===== src/rtl/div_unit_if.sv =====
// rtl/div_unit_if.sv - EX-stage to divider request/result bundle
interface div_unit_if;
    logic        signed_div_i;
    logic [31:0] opdata1_i;
    logic [31:0] opdata2_i;
    logic        start_i;
    logic        annul_i;
    logic [63:0] result_o;
    logic        ready_o;

    modport master (
        output signed_div_i, opdata1_i, opdata2_i, start_i, annul_i,
        input  result_o, ready_o
    );

    modport slave (
        input  signed_div_i, opdata1_i, opdata2_i, start_i, annul_i,
        output result_o, ready_o
    );
endinterface


===== src/rtl/div_unit.sv =====
// rtl/div_unit.sv - 32-bit radix-2 restoring divider, optional DIV_ZERO_FAST_EN zero-divisor shortcut
module div_unit (
    input  logic       clk,
    input  logic       rst,
    div_unit_if.slave  bus
);

    typedef enum logic [1:0] {
        FREE = 2'd0,
`ifdef DIV_ZERO_FAST_EN
        ZERO = 2'd1,
`endif
        ON   = 2'd2,
        END  = 2'd3
    } state_t;

    state_t      state, state_nxt;
    logic [5:0]  cnt, cnt_nxt;
    // {partial_rem[64:32], dividend_shift[31:0]}
    logic [64:0] work, work_nxt;
    logic [31:0] dvsr, dvsr_nxt;
    logic        q_neg, q_neg_nxt;
    logic        r_neg, r_neg_nxt;
    logic [63:0] result_nxt;
    logic        ready_nxt;

    logic [33:0] trial;
    logic [31:0] op1_mag, op2_mag;
    logic [31:0] quot_fin, rem_fin;
    logic        abort;

    // Next-state and datapath update for the FREE/ZERO/ON/END sequence
    always_comb begin
        state_nxt  = state;
        cnt_nxt    = cnt;
        work_nxt   = work;
        dvsr_nxt   = dvsr;
        q_neg_nxt  = q_neg;
        r_neg_nxt  = r_neg;
        result_nxt = 64'h0;
        ready_nxt  = 1'b0;

        // Magnitudes of the operands; 0x80000000 maps onto itself, which is
        // exactly the unsigned magnitude we need.
        op1_mag = (bus.signed_div_i && bus.opdata1_i[31]) ? 32'd0 - bus.opdata1_i : bus.opdata1_i;
        op2_mag = (bus.signed_div_i && bus.opdata2_i[31]) ? 32'd0 - bus.opdata2_i : bus.opdata2_i;

        // Shifted partial remainder is work[63:31]; work[64] rides along as a
        // guard bit so the borrow lands cleanly in trial[33].
        trial    = work[64:31] - {2'b00, dvsr};
        quot_fin = q_neg ? 32'd0 - work[31:0]  : work[31:0];
        rem_fin  = r_neg ? 32'd0 - work[63:32] : work[63:32];
        abort    = bus.annul_i || !bus.start_i;

        case (state)
            FREE: begin
                if (bus.start_i && !bus.annul_i) begin
                    dvsr_nxt  = op2_mag;
                    work_nxt  = {33'h0, op1_mag};
                    q_neg_nxt = bus.signed_div_i && (bus.opdata1_i[31] ^ bus.opdata2_i[31]);
                    r_neg_nxt = bus.signed_div_i && bus.opdata1_i[31];
                    cnt_nxt   = 6'd0;
                    state_nxt = ON;
`ifdef DIV_ZERO_FAST_EN
                    if (bus.opdata2_i == 32'h0) begin
                        state_nxt = ZERO;
                    end
`endif
                end
            end
`ifdef DIV_ZERO_FAST_EN
            ZERO: begin
                if (abort) begin
                    state_nxt = FREE;
                end else begin
                    state_nxt = END;
                    ready_nxt = 1'b1;
                end
            end
`endif
            ON: begin
                if (abort) begin
                    state_nxt = FREE;
                end else if (cnt != 6'd32) begin
                    if (!trial[33]) begin
                        work_nxt = {trial[32:0], work[30:0], 1'b1};
                    end else begin
                        work_nxt = {work[63:0], 1'b0};
                    end
                    cnt_nxt = cnt + 6'd1;
                end else begin
                    state_nxt  = END;
                    ready_nxt  = 1'b1;
                    result_nxt = {rem_fin, quot_fin};
`ifndef DIV_ZERO_FAST_EN
                    if (dvsr == 32'h0) begin
                        result_nxt = 64'h0;
                    end
`endif
                end
            end
            END: begin
                if (!bus.start_i) begin
                    state_nxt = FREE;
                end else begin
                    ready_nxt  = 1'b1;
                    result_nxt = bus.result_o;
                end
            end
            default: begin
                state_nxt = FREE;
            end
        endcase
    end

    // State register
    always_ff @(posedge clk or negedge rst) begin
        if (!rst) begin
            state <= FREE;
        end else begin
            state <= state_nxt;
        end
    end

    // Datapath and registered result/ready outputs
    always_ff @(posedge clk or negedge rst) begin
        if (!rst) begin
            cnt          <= 6'd0;
            work         <= 65'h0;
            dvsr         <= 32'h0;
            q_neg        <= 1'b0;
            r_neg        <= 1'b0;
            bus.result_o <= 64'h0;
            bus.ready_o  <= 1'b0;
        end else begin
            cnt          <= cnt_nxt;
            work         <= work_nxt;
            dvsr         <= dvsr_nxt;
            q_neg        <= q_neg_nxt;
            r_neg        <= r_neg_nxt;
            bus.result_o <= result_nxt;
            bus.ready_o  <= ready_nxt;
        end
    end

endmodule

===== src/flat_wrapper.sv =====
// flat-port wrapper written by rule: the top's interface ports become plain ports
module div_unit_flat 
  (clk, rst, bus_signed_div_i, bus_opdata1_i, bus_opdata2_i, bus_start_i, bus_annul_i, bus_result_o, bus_ready_o);
  div_unit_if bus_i ();
  input  logic clk;
  input  logic rst;
  input wire logic [$bits(bus_i.signed_div_i)-1:0] bus_signed_div_i;
  input wire logic [$bits(bus_i.opdata1_i)-1:0] bus_opdata1_i;
  input wire logic [$bits(bus_i.opdata2_i)-1:0] bus_opdata2_i;
  input wire logic [$bits(bus_i.start_i)-1:0] bus_start_i;
  input wire logic [$bits(bus_i.annul_i)-1:0] bus_annul_i;
  output wire logic [$bits(bus_i.result_o)-1:0] bus_result_o;
  output wire logic [$bits(bus_i.ready_o)-1:0] bus_ready_o;
  assign bus_i.signed_div_i = bus_signed_div_i;
  assign bus_i.opdata1_i = bus_opdata1_i;
  assign bus_i.opdata2_i = bus_opdata2_i;
  assign bus_i.start_i = bus_start_i;
  assign bus_i.annul_i = bus_annul_i;
  assign bus_result_o = bus_i.result_o;
  assign bus_ready_o = bus_i.ready_o;
  div_unit u_core (.clk(clk), .rst(rst), .bus(bus_i));
endmodule

===== config.mk =====
export PLATFORM = sky130hd
export DESIGN_NAME = div_unit_flat
export DESIGN_NICKNAME = d
export VERILOG_FILES = /design/src/rtl/div_unit_if.sv /design/src/rtl/div_unit.sv /design/src/flat_wrapper.sv
export SDC_FILE = /design/constraint.sdc
export NUM_CORES = 1
export LEC_CHECK = 0
export ABC_AREA = 1
export CORE_AREA = 4 4 182 149
export CTS_BUF_LIST = sky130_fd_sc_hd__clkbuf_8
export DETAILED_ROUTE_END_ITERATION = 10
export DIE_AREA = 0 0 186 153
export GPL_TIMING_DRIVEN = 0
export PLACE_DENSITY = 0.8
export SETUP_SLACK_MARGIN = 0.3
export SYNTH_ARGS = -nofsm -noshare
export SYNTH_HDL_FRONTEND = slang
export SYNTH_SLANG_ARGS = --single-unit

===== constraint.sdc =====
create_clock -name clk -period 1.9 [get_ports clk]
set_input_delay 0.475 -clock clk [delete_from_list [all_inputs] [get_ports clk]]
set_output_delay 0.475 -clock clk [all_outputs]
set_load 0.01 [all_outputs]

==> results.tsv <==
metric	value	unit
status	finished with violations	
violations	setup timing	
hold_path.class	in -> reg	
wl_per_cell	18.22	µm
synth_seq_cells	172	
gp_congestion	0.9560	
finalCriticalPeriod	2346	ps
fin_crit_sh	1.235	
cts_buffer_depth	2	
rsz0062_at_grt	yes	
grt_pass1_wl	74810	µm
synth_top_area_share	0.3190	
layout_common_cells	nand2_1, inv_1, dfrtp_1	
slew_violations	0	
worst_pin_slew	852.0	ps
worstSetupPathType	reg -> reg	
avgViaCountPerCell	5.637	
nFillCells	2060	
grt_pass1_vias	13734	
wl	48440	µm
arrival	2730	ps
p_leak	9.122	nW
netlist_area	0.01349	mm²
diodes	0	
synth_cell_types	47	
p_per_area	580.0	mW/mm²
p_seq_frac	0.403	
ios	134	
firstDrtPassIters	5	
h-tree-depth	4	
power_switching	0.004206	W
ir_drop	0.5136	mV
cts_buffers	17	
max_cap_violations	0	
p_int	0.006217	W
syn_to_final_growth	33.18	%
cts.sinks	172	
cts_tree	built	
swShare	0.4035	
final_hold_viol_count	0	
layout_commonest_cell	nand2_1	
setup_slack	-446.0	ps
grt_usage	0.3298	
crit_path_end_kind	flop	
timing.slew.headroom	0.4299	
die_w	186	µm
via_count	14988	
synth_seq_area_share	0.3190	
start_util	0.5373	
critPathRequiredTime	2290	ps
clk_pin_slew	100	ps
drc	0	
crit_path_start_kind	flop	
cts_root_buffer	clkbuf_8	
total_power	0.01042	W
clockPowerShare	0.253	
synth_cells	2076	
clock_latency	500	ps
place_hpwl	35890	µm
setup_viol	88	
final.setup.tns	-21360	ps
synth.net_count	2184	
combPwrFrac	0.344	
nets	2430	
drive_above_1_share	0.2415	
syn_area_per_cell	6.500	µm²
drtAntennaViolNets	0	
synth_top_cell_by_area	dfrtp_1	
first_iter_violations	1745	
skew	28.27	ps
cp_max_fo	8	
core_area	0.02511	mm²
synth_area_leaders	dfrtp_1, nand2_1, inv_1	
max_freq	0.4263	GHz
portBuffers	133	
grt-ovfl-total	0	
die_y	153	µm
yosys_warnings	0	
num_rows	52	
die_area	0.02846	mm²
grt_max_degree	122	
antenna_found_initial	0	
[power by group through the flow]
stage	logic [W]	clock network (W)	registers (W)
floorplan	0.00189	0	0.00415
global placement	0.00279	0	0.00422
detailed placement	0.00285	0	0.00423
CTS	0.00325	0.00262	0.00417
global route	0.00392	0.00277	0.00423
finish	0.00358	0.00264	0.00420
[layer usage]
metal,track usage,share of wire,vias to the layer above
met2,0.4661,0.41,731
met5,0,0,-
met1,0.5097,0.45,6967
met4,0.07249,0.021,0
met3,0.08030,0.11,84
li1,-,-,7206
[cells in the mapped netlist, drive strengths merged]
cell and number:
nor3b 2, nand3 212, o21ai 175, clkinv 2
xor2 31, dfrtp 172, or3 1, nand4 27
nor3 46, nand2 646, nor4 9, nor2 192
buf 29, o211ai 19, and3 2, o21bai 1
a31oi 4, clkbuf 37, a21oi 86, xnor2 22
a22o 7, inv 280, ha 38, fa 1
nand3b 13, o31ai 5, or2 10, and2 6
a22oi 1
[area by class of cell]
cell class              count  area, µm²  share of cell area
plain buffers              66      533.0             0.02966
clock buffers              17      234.0             0.01302
clock inverters            15      150.1            0.008355
inverters                 282       1116             0.06210
multi-input cells        1556       9123              0.5076
flip-flops and latches    172       4344              0.2417
well taps                 324      405.4             0.02256
repair buffers            227       2066              0.1149
[worst paths after layout]
path / start / end / slack [ps] / cells after the start
setup / recovery: u_core.work[55] / u_core.work[40] / -450 / 14
hold / removal: bus_opdata2_i[0] / u_core.dvsr[0] / 340 / 3
setup reg to reg: u_core.work[55] / u_core.work[40] / -450 / 14
hold reg to reg: u_core.cnt[5] / u_core.cnt[5] / 470 / 1
max in group asynchronous: rst / u_core.work[49] / 480 / 3
min in group asynchronous: rst / u_core.state[0] / 490 / 2
[sequential cells by signal (all words and copies together), names as in the netlist]
register and count:
u_core.bus.ready_o 1, u_core.cnt 6, u_core.q_neg 1, u_core.dvsr 32
u_core.work 65, u_core.state 2, u_core.bus.result_o 64, u_core.r_neg 1
[cells by family after synthesis]
family                     Yosys count  synth area share
and+or+nand+nor                   1166            0.3828
buffers and inverters              348            0.1077
AOI/OAI and AO/OA                  298            0.1193
DFF                                172            0.3190
xor gates and xnor gates            53           0.03440
adders and majority gates           39           0.03672
[worst max-delay path: stages, from the launching register on]
cell     delay, ps
dfrtp_2        490
ha_4           300
nand2_4        100
inv_1           60
nand2_2         50
nand2_2         60
a21oi_2        170
nor2_2          80
nor2_4         260
nand2_8        110
nand2_8        110
buf_6          130
nand3_1        120
nand3_1        140
nand2_1         60
[what timing repair did]
| action | CTS | global route |
|---|---|---|
| pin swaps | 41 | 46 |
| endpoints found under the setup margin | 235 | 263 |
| resized for setup | 341 | 199 |
| buffers inserted | 64 | 23 |
| endpoints found under the hold margin | 51 | 0 |
| cloned | 5 | 0 |
| hold buffers | 1 | 0 |
[per-stage QoR]
step / setup WS [ps] / hold WS [ps] / utilization / instances / instance area (µm²)
2_1_floorplan: -70.03 / 179.4 / - / 2076 / 13830
3_5_place_dp: -1057 / 424.0 / 0.6211 / 2534 / 15600
4_1_cts: -317.3 / 337.0 / 0.6822 / 2636 / 17130
5_1_grt: -502.5 / 333.4 / 0.7156 / 2659 / 17970
3_3_place_gp: -6675 / 448.6 / 0.6198 / 2533 / 15570
6_report: -446.0 / 336.7 / 0.7156 / 2659 / 17970
Power figures use the tool's default switching activity.
